[config.mk]
export PLATFORM = sky130hd
export DESIGN_NAME = axi_stream_strip_header_flat
export DESIGN_NICKNAME = d
export VERILOG_FILES = /design/src/rtl/axi_stream_strip_header_if.sv /design/src/rtl/axi_stream_strip_header.sv /design/src/flat_wrapper.sv
export SDC_FILE = /design/constraint.sdc
export NUM_CORES = 1
export LEC_CHECK = 0
export ABC_CLOCK_PERIOD_IN_PS = 3220
export BUFFER_PORTS_ARGS = -buffer_cell sky130_fd_sc_hd__buf_2
export CORE_MARGIN = 1.5
export CORE_UTILIZATION = 45
export DETAILED_ROUTE_END_ITERATION = 12
export PLACE_DENSITY = 0.67
export REMOVE_ABC_BUFFERS = 1
export SETUP_SLACK_MARGIN = 0.5
export SYNTH_ARGS = -nofsm -noshare
export SYNTH_HDL_FRONTEND = slang
export SYNTH_SLANG_ARGS = --single-unit
[constraint.sdc]
create_clock -name clk -period 3.22 [get_ports clk]
set_clock_uncertainty 0.15 [all_clocks]
set_input_delay 0.644 -clock clk [delete_from_list [all_inputs] [get_ports clk]]
set_output_delay 0.644 -clock clk [all_outputs]
set_load 0.03 [all_outputs]
[src/rtl/axi_stream_strip_header_if.sv]
// Stream, strip-count and header signals of the header strip stage.
// Optional error outputs exist only when AXIS_STRIP_ERR_EN is defined.
interface axi_stream_strip_header_if #(
   parameter int DATA_WD = 32
) ();
   localparam int NB = DATA_WD / 8;
   localparam int CW = $clog2(NB) + 1;

   logic              valid_in;
   logic [DATA_WD-1:0] data_in;
   logic [NB-1:0]      keep_in;
   logic              last_in;
   logic              ready_in;
   logic              valid_out;
   logic [DATA_WD-1:0] data_out;
   logic [NB-1:0]      keep_out;
   logic              last_out;
   logic              ready_out;
   logic              valid_strip;
   logic [CW-1:0]      strip_cnt;
   logic              ready_strip;
   logic              hdr_valid;
   logic [DATA_WD-1:0] hdr_data;
   logic [NB-1:0]      hdr_keep;
`ifdef AXIS_STRIP_ERR_EN
   logic              err_short;
   logic [15:0]        err_cnt;
`endif

   modport slave (
      input  valid_in, data_in, keep_in, last_in,
      input  ready_out, valid_strip, strip_cnt,
      output ready_in, valid_out, data_out,
      output keep_out, last_out, ready_strip,
      output hdr_valid, hdr_data, hdr_keep
`ifdef AXIS_STRIP_ERR_EN
      , output err_short, err_cnt
`endif
   );

   modport master (
      output valid_in, data_in, keep_in, last_in,
      output ready_out, valid_strip, strip_cnt,
      input  ready_in, valid_out, data_out,
      input  keep_out, last_out, ready_strip,
      input  hdr_valid, hdr_data, hdr_keep
`ifdef AXIS_STRIP_ERR_EN
      , input err_short, err_cnt
`endif
   );
endinterface

[src/rtl/axi_stream_strip_header.sv]
// Strips the first S bytes of each AXI Stream packet onto a header port and
// realigns the payload MSB-first. AXIS_STRIP_ERR_EN adds short-packet errors.
module axi_stream_strip_header #(
   parameter int DATA_WD      = 32,
   parameter int DATA_BYTE_WD = DATA_WD / 8,
   parameter int BYTE_CNT_WD  = $clog2(DATA_BYTE_WD)
) (
   input logic clk,
   input logic rst_n,
   axi_stream_strip_header_if.slave s
);
   localparam int N  = DATA_BYTE_WD;
   localparam int CW = BYTE_CNT_WD + 1;
   localparam logic [CW-1:0] NB = CW'(N);

   typedef enum logic [1:0] {IDLE, FIRST, STREAM, FLUSH} state_t;

   function automatic logic [DATA_WD-1:0] bmask(input logic [N-1:0] kp);
      for (int i = 0; i < N; i++) bmask[8*i +: 8] = {8{kp[i]}};
   endfunction

   function automatic logic [CW-1:0] popcnt(input logic [N-1:0] kp);
      popcnt = '0;
      for (int i = 0; i < N; i++) popcnt = popcnt + CW'(kp[i]);
   endfunction

   function automatic logic [N-1:0] ones(input logic [CW-1:0] n);
      ones = ~({N{1'b1}} >> n);
   endfunction

   state_t state_q, state_d;
   logic [CW-1:0]      s_q, s_d;
   logic [CW-1:0]      r_q, r_d;
   logic [DATA_WD-1:0] res_q, res_d;
   logic              vout_q, vout_d;
   logic [DATA_WD-1:0] dout_q, dout_d;
   logic [N-1:0]       kout_q, kout_d;
   logic              lout_q, lout_d;
   logic              hv_q, hv_d;
   logic [DATA_WD-1:0] hd_q, hd_d;
   logic [N-1:0]       hk_q, hk_d;
`ifdef AXIS_STRIP_ERR_EN
   logic              err_q, err_d;
   logic [15:0]        ecnt_q, ecnt_d;
`endif

   logic              can_out;
   logic              acc;
   logic [CW-1:0]      k;
   logic [CW-1:0]      kh;
   logic [CW:0]        sum;
   logic [CW:0]        diff;
   logic [DATA_WD-1:0] din;

   assign can_out       = !vout_q || s.ready_out;
   assign s.ready_in    = (state_q == FIRST || state_q == STREAM) && can_out;
   assign s.ready_strip = (state_q == IDLE);
   assign acc           = s.valid_in && s.ready_in;
   assign k             = popcnt(s.keep_in);
   assign kh            = (k < s_q) ? k : s_q;
   assign din           = s.data_in & bmask(s.keep_in);
   assign sum           = {1'b0, r_q} + {1'b0, k};
   assign diff          = sum - {1'b0, NB};

   assign s.valid_out = vout_q;
   assign s.data_out  = dout_q;
   assign s.keep_out  = kout_q;
   assign s.last_out  = lout_q;
   assign s.hdr_valid = hv_q;
   assign s.hdr_data  = hd_q;
   assign s.hdr_keep  = hk_q;
`ifdef AXIS_STRIP_ERR_EN
   assign s.err_short = err_q;
   assign s.err_cnt   = ecnt_q;
`endif

   always_comb begin
      state_d = state_q;
      s_d     = s_q;
      r_d     = r_q;
      res_d   = res_q;
      vout_d  = vout_q;
      dout_d  = dout_q;
      kout_d  = kout_q;
      lout_d  = lout_q;
      hv_d    = 1'b0;
      hd_d    = hd_q;
      hk_d    = hk_q;
`ifdef AXIS_STRIP_ERR_EN
      err_d   = 1'b0;
      ecnt_d  = ecnt_q;
`endif
      // a free register drops its beat unless reloaded below
      if (can_out) begin
         vout_d = 1'b0;
         dout_d = '0;
         kout_d = '0;
         lout_d = 1'b0;
      end
      unique case (state_q)
         IDLE: begin
            if (s.valid_strip) begin
               s_d     = (s.strip_cnt > NB) ? NB : s.strip_cnt;
               state_d = FIRST;
            end
         end
         FIRST: begin
            if (acc) begin
               hv_d  = 1'b1;
               hk_d  = ones(kh);
               hd_d  = din & bmask(ones(kh));
               res_d = din << {s_q, 3'b000};
               r_d   = (k > s_q) ? k - s_q : '0;
`ifdef AXIS_STRIP_ERR_EN
               err_d = s.last_in && (k < s_q);
               if (err_d && ecnt_q != 16'hffff) ecnt_d = ecnt_q + 16'd1;
`endif
               if (!s.last_in) state_d = STREAM;
               else if (k > s_q) state_d = FLUSH;
               else state_d = IDLE;
            end
         end
         STREAM: begin
            if (acc) begin
               vout_d = 1'b1;
               dout_d = res_q | (din >> {r_q, 3'b000});
               kout_d = '1;
               lout_d = 1'b0;
               res_d  = din << {NB - r_q, 3'b000};
               if (s.last_in) begin
                  if (sum <= {1'b0, NB}) begin
                     kout_d  = ones(sum[CW-1:0]);
                     lout_d  = 1'b1;
                     r_d     = '0;
                     res_d   = '0;
                     state_d = IDLE;
                  end else begin
                     r_d     = diff[CW-1:0];
                     state_d = FLUSH;
                  end
               end
            end
         end
         FLUSH: begin
            if (can_out) begin
               vout_d  = 1'b1;
               dout_d  = res_q;
               kout_d  = ones(r_q);
               lout_d  = 1'b1;
               r_d     = '0;
               res_d   = '0;
               state_d = IDLE;
            end
         end
         default: state_d = IDLE;
      endcase
   end

   always_ff @(posedge clk or negedge rst_n) begin
      if (!rst_n) begin
         state_q <= IDLE;
         s_q     <= '0;
         r_q     <= '0;
         res_q   <= '0;
         vout_q  <= 1'b0;
         dout_q  <= '0;
         kout_q  <= '0;
         lout_q  <= 1'b0;
         hv_q    <= 1'b0;
         hd_q    <= '0;
         hk_q    <= '0;
`ifdef AXIS_STRIP_ERR_EN
         err_q   <= 1'b0;
         ecnt_q  <= '0;
`endif
      end else begin
         state_q <= state_d;
         s_q     <= s_d;
         r_q     <= r_d;
         res_q   <= res_d;
         vout_q  <= vout_d;
         dout_q  <= dout_d;
         kout_q  <= kout_d;
         lout_q  <= lout_d;
         hv_q    <= hv_d;
         hd_q    <= hd_d;
         hk_q    <= hk_d;
`ifdef AXIS_STRIP_ERR_EN
         err_q   <= err_d;
         ecnt_q  <= ecnt_d;
`endif
      end
   end
endmodule

[src/flat_wrapper.sv]
// flat-port wrapper written by rule: the top's interface ports become plain ports
module axi_stream_strip_header_flat 
#(
   parameter int DATA_WD      = 32,
   parameter int DATA_BYTE_WD = DATA_WD / 8,
   parameter int BYTE_CNT_WD  = $clog2(DATA_BYTE_WD)
)
  (clk, rst_n, s_valid_in, s_data_in, s_keep_in, s_last_in, s_ready_out, s_valid_strip, s_strip_cnt, s_ready_in, s_valid_out, s_data_out, s_keep_out, s_last_out, s_ready_strip, s_hdr_valid, s_hdr_data, s_hdr_keep);
  axi_stream_strip_header_if #(.DATA_WD(DATA_WD)) s_i ();
  input logic clk;
  input logic rst_n;
  input wire logic [$bits(s_i.valid_in)-1:0] s_valid_in;
  input wire logic [$bits(s_i.data_in)-1:0] s_data_in;
  input wire logic [$bits(s_i.keep_in)-1:0] s_keep_in;
  input wire logic [$bits(s_i.last_in)-1:0] s_last_in;
  input wire logic [$bits(s_i.ready_out)-1:0] s_ready_out;
  input wire logic [$bits(s_i.valid_strip)-1:0] s_valid_strip;
  input wire logic [$bits(s_i.strip_cnt)-1:0] s_strip_cnt;
  output wire logic [$bits(s_i.ready_in)-1:0] s_ready_in;
  output wire logic [$bits(s_i.valid_out)-1:0] s_valid_out;
  output wire logic [$bits(s_i.data_out)-1:0] s_data_out;
  output wire logic [$bits(s_i.keep_out)-1:0] s_keep_out;
  output wire logic [$bits(s_i.last_out)-1:0] s_last_out;
  output wire logic [$bits(s_i.ready_strip)-1:0] s_ready_strip;
  output wire logic [$bits(s_i.hdr_valid)-1:0] s_hdr_valid;
  output wire logic [$bits(s_i.hdr_data)-1:0] s_hdr_data;
  output wire logic [$bits(s_i.hdr_keep)-1:0] s_hdr_keep;
  assign s_i.valid_in = s_valid_in;
  assign s_i.data_in = s_data_in;
  assign s_i.keep_in = s_keep_in;
  assign s_i.last_in = s_last_in;
  assign s_i.ready_out = s_ready_out;
  assign s_i.valid_strip = s_valid_strip;
  assign s_i.strip_cnt = s_strip_cnt;
  assign s_ready_in = s_i.ready_in;
  assign s_valid_out = s_i.valid_out;
  assign s_data_out = s_i.data_out;
  assign s_keep_out = s_i.keep_out;
  assign s_last_out = s_i.last_out;
  assign s_ready_strip = s_i.ready_strip;
  assign s_hdr_valid = s_i.hdr_valid;
  assign s_hdr_data = s_i.hdr_data;
  assign s_hdr_keep = s_i.hdr_keep;
  axi_stream_strip_header #(.DATA_WD(DATA_WD), .DATA_BYTE_WD(DATA_BYTE_WD), .BYTE_CNT_WD(BYTE_CNT_WD)) u_core (.clk(clk), .rst_n(rst_n), .s(s_i));
endmodule
==> results of run 1 <==
[per-layer routing]
| metal | vias to the layer above | global-route usage | part of all wire |
|---|---|---|---|
| met2 | 466 | 0.467 | 0.45 |
| met5 | - | 0 | 0 |
| met1 | 3359 | 0.433 | 0.41 |
| li1 | 3102 | - | - |
| met4 | 0 | 0.150 | 0.036 |
| met3 | 64 | 0.0727 | 0.11 |
[worst paths after layout]
kind,from,to,cells after the start
setup / recovery,s_keep_in[0],u_core.res_q[9]$_DFFE_PN0P_,14
hold / removal,rst_n,u_core.s.hdr_data[22]$_DFFE_PN0P_,1
setup reg to reg,u_core.r_q[1]$_DFFE_PN0P_,u_core.res_q[6]$_DFFE_PN0P_,9
hold reg to reg,u_core.s.hdr_data[23]$_DFFE_PN0P_,u_core.s.hdr_data[23]$_DFFE_PN0P_,2
max in group asynchronous,rst_n,u_core.r_q[0]$_DFFE_PN0P_,2
min in group clk,s_strip_cnt[2],u_core.s_q[2]$_DFFE_PN0P_,2
[cells in the mapped netlist, types with 3 or more instances]
master	count	area, µm²
a21o_1	3	22.5
a22o_1	11	96.3
a21oi_1	29	145
nand2_1	125	469
and2_1	12	75.1
a221o_1	10	100
nor2_1	69	259
a311oi_1	8	70.1
a221oi_1	6	52.6
nand2b_1	8	50.1
a22oi_1	22	165
clkbuf_1	35	131
a32oi_1	9	78.8
o21ai_2	16	140
or4_1	5	37.5
mux2_2	13	146
nor2b_1	4	25.0
dfrtp_1	115	2880
nor3_1	3	15.0
buf_2	12	60.1
o21ai_0	72	360
nand4_1	11	68.8
a31oi_1	11	68.8
buf_1	8	30.0
o22ai_1	30	188
a211oi_1	9	67.6
o22a_1	6	52.6
o211ai_1	3	22.5
ha_1	14	175
inv_1	16	60.1
fa_1	3	60.1
nand3_1	25	125
mux2i_1	3	30.0
[power breakdown]
part	leakage [µW]	switching, µW	internal (µW)	total, µW
clock	0.000289	712	1310	2030
combinational	0.00224	3110	1680	4790
sequential	0.00153	354	1940	2300
[what timing repair did]
action,in CTS,in global routing
setup buffers,9,2
gates resized for setup,58,11
setup endpoints to repair,69,78
gates cloned,3,0
endpoints found under the hold margin,0,0
pin swaps,27,9
[registers in the layout (all words and copies together) (netlist names)]
name                cells
u_core.s.last_out       1
u_core.s.valid_out      1
u_core.state_q          2
u_core.s_q              3
u_core.s.hdr_data      32
u_core.s.data_out      32
u_core.res_q           32
u_core.r_q              3
u_core.s.keep_out       4
u_core.s.hdr_valid      1
u_core.s.hdr_keep       4
[stage by stage]
step | instances | cell area, µm² | TNS [ns]
finish | 1110 | 8790 | 0
global route | 1110 | 8790 | 0
CTS | 1108 | 8720 | 0
detailed placement | 1064 | 7760 | -26.42
global placement | 1064 | 7760 | -22.80
floorplan | 705 | 6470 | -13.42
[layout by cell type (no fill, tap or decap), drive strengths merged, types with 4 or more instances in the layout]
| master | count |
|---|---|
| buf | 186 |
| nand2 | 126 |
| dfrtp | 115 |
| o21ai | 89 |
| nor2 | 69 |
| o22ai | 31 |
| a21oi | 29 |
| nand3 | 26 |
| a22oi | 22 |
| clkbuf | 20 |
| inv | 17 |
| ha | 14 |
| mux2 | 13 |
| and2 | 13 |
| nand4 | 12 |
| a31oi | 11 |
| a22o | 11 |
| a221o | 10 |
| a211oi | 9 |
| a32oi | 9 |
| a311oi | 8 |
| nand2b | 8 |
| clkinvlp | 6 |
| a221oi | 6 |
| o22a | 6 |
| or4 | 5 |
| o211ai | 5 |
| bufinv | 4 |
| nor2b | 4 |
[final cells by class]
class | count | area, µm² | share of cell area
Clock buffer | 20 | 447 | 0.0508
Clock inverter | 12 | 180 | 0.0205
Inverter | 17 | 67.6 | 0.00768
Multi-Input combinational cell | 576 | 3820 | 0.435
Sequential cell | 115 | 2880 | 0.327
Tap cell | 184 | 230 | 0.0262
Timing Repair Buffer | 186 | 1170 | 0.133
[worst max-delay path, delay by kind of cell]
family | cells | cell delay [ns]
buffers and inverters | 5 | 0.43
adder cells (fa/ha/maj) | 4 | 1.44
AND/OR/NAND/NOR | 4 | 0.55
AO/OA/AOI/OAI | 1 | 0.09
[kinds of logic (layout without fill, tap and decap cells)]
| group | Yosys count | in the layout | share of synthesized area |
|---|---|---|---|
| AO/OA/AOI/OAI | 260 | 263 | 0.268 |
| XOR/XNOR | 4 | 4 | 0.00837 |
| adder cells (fa/ha/maj) | 17 | 17 | 0.0350 |
| buffers and inverters | 76 | 235 | 0.0480 |
| flip-flops | 115 | 115 | 0.428 |
| multiplexers | 16 | 16 | 0.0262 |
| AND/OR/NAND/NOR | 276 | 276 | 0.187 |
==> impl_results.md, run 1 <==
* Status: finished, final reports clean
* Port bufs at about 120
* Startpoint type of the worst setup path: input pin
* Iteration-0 DRC Markers at 743
* Routed vias/inst at 6.30
* Vias in the first global route at between 6000 and 7000
* GRT Resource Usage Total at 0.313
* Crit-path max FO at 5
* Share of cells above drive strength 1 at 0.327
* Die Height at 125 µm
* Antenna violations before repair at 0
* Clk pin slew, worst setup/hold paths at 0.06 ns
* Gpl congestion at 0.965
* Die W at 125 µm
* Final WL at ~24000 µm
* Final hold vios at 0
* Period utilization at 0.935
* Wire per inst at 21.6 µm
* Max Clock Freq at approximately 330 MHz
* Htree depth at 4
* Crit Path Category: in -> reg
* Mapped Area at 6730 µm²
* Power Total at just over 9000 µW
* Worst VDD drop at 0.867 mV
* Synth cell types at 65
* DPL Wire Length at 15900 µm
* I/O Pins at approximately 120
* Initial core utilization at 0.461
* CTS tree: built
* Worst Path Required at approximately 3.4 ns
* Grt ovf at 0
* Core area at 14600 µm²
* Dpl ws at -0.515 ns
* Setup violators final at 0
* Tightest Pin Transition at 0.723 ns
* Skew-Pair Late Insertion Delay at ~0.43 ns
* Ant. Diodes at 0
* Hold_ws at 0.122 ns
* Worst min path class: in -> async
* DRC at 0
* CTS max path bufs at 2
* Largest net degree at the start of global routing at 56
* Filler cell count at 1244
* Max-slew violation count at 0
* Pwr per Cell Area at 1040 nW/µm²
* First-pass GRT wire length at 37800 µm
* Top_reg_cell synth: dfrtp_1
* Slowest-stage cell, CP: fa_2
* Cts bufs inserted at 17
* Crit path arrival time at between 3 and 4 ns
* Async SR Flop Fraction at 1.00
* Remaining antenna violation count after routing at 0
* Ys Warns at 0
* CP Capture Type: flip-flop
* Crit path largest cell delay at 0.56 ns
* Final WS setup at 0.209 ns
* Pre-antenna DRT Iters at 6
* Tmin final at 3.01 ns
* Syn Area/Cell at 8.80 µm²
* Crit-path cells: buf_8, ha_4, inv_2, fa_2, inv_2, ha_4, inv_2, fa_2, nand2b_4, nand2_4, nand4_1, nand3_2, buf_6, o221ai_2
* Row cnt at 44
* CP most frequent cell: inv_2
* Area growth, synth to finish at 30.8%
* Root buf cell: clkbuf_16
* Synthesized instance count at 764
* Final net count at between 900 and 1000
* CTS sink cnt at 115
* Max cap viols at 0
* EDFF count, synth at 0
* Die ar. at 15700 µm²
* #FFs+latches synth at 115
* Final design utilization at 0.603
* Register area share after synthesis at 0.428
* R2R Setup Slk at 0.59 ns
* CTS Hold Bufs at 0
* Leakage dissipation at a little over 0.004 µW
* Slew headroom at 0.518
* Routed vias at about 7000
* RSZ-0062 raised after global routing: yes
Note: power is estimated with default switching activity, not from simulation.
==> run 2, diff against run 1 <==
Settings changed: SETUP_SLACK_MARGIN 0.5 to not set.
==> run 2 against run 1 <==
Design area shrank 1.9%. First-iteration DRC count increased by 5.7%. Combinational power is 3% lower. Register-to-register slack lost 0.18 ns.
==> impl_results.md, run 2 (synthesis gave the netlist of run 1 again) <==
* Status: finished, final reports clean
* Largest net degree at the start of global routing at 56 (unchanged)
* Tmin final at 3.19 ns (+0.178 ns)
* Final Cell Area at 8630 µm² (-1.9%)
* Wire per inst at 21.7 µm (+0.38%)
* Root buf cell: clkbuf_16
* Crit-path cells: buf_8, ha_4, inv_2, fa_1, inv_1, ha_2, inv_2, fa_2, nand2b_1, nand2_2, nand4_1, nand4_4, clkbuf_16, o22ai_2
* FF-to-FF path depth at 7 (-2)
* Final net count at 968 (-0.72%)
* Die Height at 125 µm (unchanged)
* Stages on worst setup path at 14 (unchanged)
* Crit-path max FO at 8 (+3)
* Final WS setup at 0.0309 ns (-0.178 ns)
* Delay-heaviest family, CP: adder cells
* Gpl congestion at 0.965 (unchanged)
* Crit Path Category: in -> reg
* Reg2Reg Launch Point: u_core.state_q[1]$_DFFE_PN0P_
* CP Capture Type: flip-flop
* Cts bufs inserted at 17 (unchanged)
* Pwr per Cell Area at 1040 nW/µm² (+0.16%)
* CTS Hold Bufs at 0 (unchanged)
* Die ar. at 15700 µm² (unchanged)
* Register area at 2880 µm² (unchanged)
* Setup violators final at 0 (unchanged)
* DRC at 0 (unchanged)
* Port bufs at 121 (unchanged)
* Max cap viols at 0 (unchanged)
* Share of cells above drive strength 1 at 0.304 (-0.0236)
* Slowest-stage cell, CP: fa_2
* R2r endpoint: u_core.s.hdr_data[21]$_DFFE_PN0P_
* Max-slew violation count at 0 (unchanged)
* Most frequent cells in the layout: nand2_1 (124), buf_2 (118), dfrtp_1 (114)
* Final design utilization at 0.591 (-0.0115)
* Pre-antenna DRT Iters at 6 (unchanged)
* I/O Pins at 122 (unchanged)
* R2R Setup Slk at 0.41 ns (-0.18 ns)
* DPL Wire Length at 15900 µm (unchanged)
* Htree depth at 4 (unchanged)
* CP most frequent cell: inv_2
* Worst Path Required at 3.37 ns (about the same)
* Crit path largest cell delay at 0.53 ns (-0.03 ns)
* Antenna violations before repair at 0 (unchanged)
* Worst VDD drop at 0.857 mV (-1.2%)
* Max Clock Freq at 314 MHz (-5.6%)
* Crit path arrival time at 3.34 ns (+0.17 ns)
* Grt ovf at 0 (unchanged)
* Dpl ws at -0.515 ns (unchanged)
* Hold_ws at 0.121 ns (-0.000397 ns)
* CTS tree: built
* Die W at 125 µm (unchanged)
* Clk pin slew, worst setup/hold paths at 0.06 ns (about the same)
* Remaining antenna violation count after routing at 0 (unchanged)
* Multi-input logic area at 3710 µm² (-3.0%)
* Final WL at 24000 µm (-0.25%)
* CP bufs+invs at 5 (unchanged)
* First-pass GRT wire length at 37000 µm (-2.0%)
* Area growth, synth to finish at 28.3%
* Tightest Pin Transition at 0.768 ns (+0.0450 ns)
* Routed vias at 6980 (-0.16%)
* Filler cell count at 1284 (+3.2%)
* Iteration-0 DRC Markers at 785 (+5.7%)
* Core area at 14600 µm² (unchanged)
* Ant. Diodes at 0 (unchanged)
* Placed Area at 7760 µm² (unchanged)
* Slew headroom at 0.487 (-0.0308)
* GRT Resource Usage Total at 0.307 (-0.00597)
* CTS max path bufs at 2 (unchanged)
* Critical path origin: s_keep_in[0]
* CTS sink cnt at 115 (unchanged)
* CP endpoint: u_core.res_q[30]$_DFFE_PN0P_
* Final hold vios at 0 (unchanged)
* Vias in the first global route at 6590 (-1.8%)
* Worst min path class: in -> async
* Row cnt at 44 (unchanged)
* Leakage dissipation at 0.00402 µW (-1.1%)
* Initial core utilization at 0.461 (unchanged)
* Routed vias/inst at 6.33 (+0.48%)
* Startpoint type of the worst setup path: input pin
* Period utilization at 0.990 (+0.0554)
* Skew-Pair Late Insertion Delay at 0.43 ns (about the same)
* Commonest non-fill, non-tap cell in the layout: nand2_1
-- run 2: worst min-delay path by stage --
stage / to / slack, ns / startpoint
global placement: u_core.s.hdr_data[21]$_DFFE_PN0P_ / 0.31 / u_core.s.hdr_data[21]$_DFFE_PN0P_
CTS: u_core.s.hdr_data[30]$_DFFE_PN0P_ / 0.14 / rst_n
global route: u_core.s.hdr_data[22]$_DFFE_PN0P_ / 0.19 / rst_n
detailed placement: u_core.s.hdr_data[23]$_DFFE_PN0P_ / 0.32 / u_core.s.hdr_data[23]$_DFFE_PN0P_
finish: u_core.s.data_out[22]$_DFF_PN0_ / 0.12 / rst_n
floorplan: u_core.r_q[0]$_DFFE_PN0P_ / 0.20 / rst_n
-- run 2: layout make-up --
class	count	area share
multi-input cells	576	0.430
clock inverters	12	0.0209
well taps	184	0.0267
inverters	17	0.00740
clock buffers	20	0.0518
flip-flops and latches	115	0.334
repair buffers	179	0.130
-- run 2: power breakdown --
| group | internal [µW] | total, µW | switching (µW) |
|---|---|---|---|
| sequential | 1940 | 2290 | 351 |
| clock | 1310 | 2030 | 713 |
| combinational | 1590 | 4640 | 3040 |
| total | 4850 | 8960 | 4110 |
-- run 2: per-stage QoR --
step                      TNS [ns]  power, µW  instances
final                            0       8960       1103
after global routing        -0.747       9430       1103
after CTS                        0       8700       1099
after detailed placement    -26.42       6570       1064
after global placement      -22.80       6520       1064
after floorplan             -13.42       4980        705
-- run 2: routing by layer --
| layer | up-vias | routed length (µm) | GRT usage |
|---|---|---|---|
| met1 | 3339 | 9740 | 0.422 |
| met2 | 460 | 10700 | 0.461 |
| met3 | 79 | 2450 | 0.0659 |
| met5 | - | 0 | 0 |
| met4 | 0 | 1060 | 0.154 |
| li1 | 3102 | - | - |
-- run 2: what timing repair did --
item | 4_1_cts | 5_1_grt
pin swaps | 1 | 11
cloned | 3 | 1
gates resized for setup | 5 | 34
endpoints found under the hold margin | 0 | 0
buffers inserted | 0 | 3
setup endpoints to repair | 25 | 60
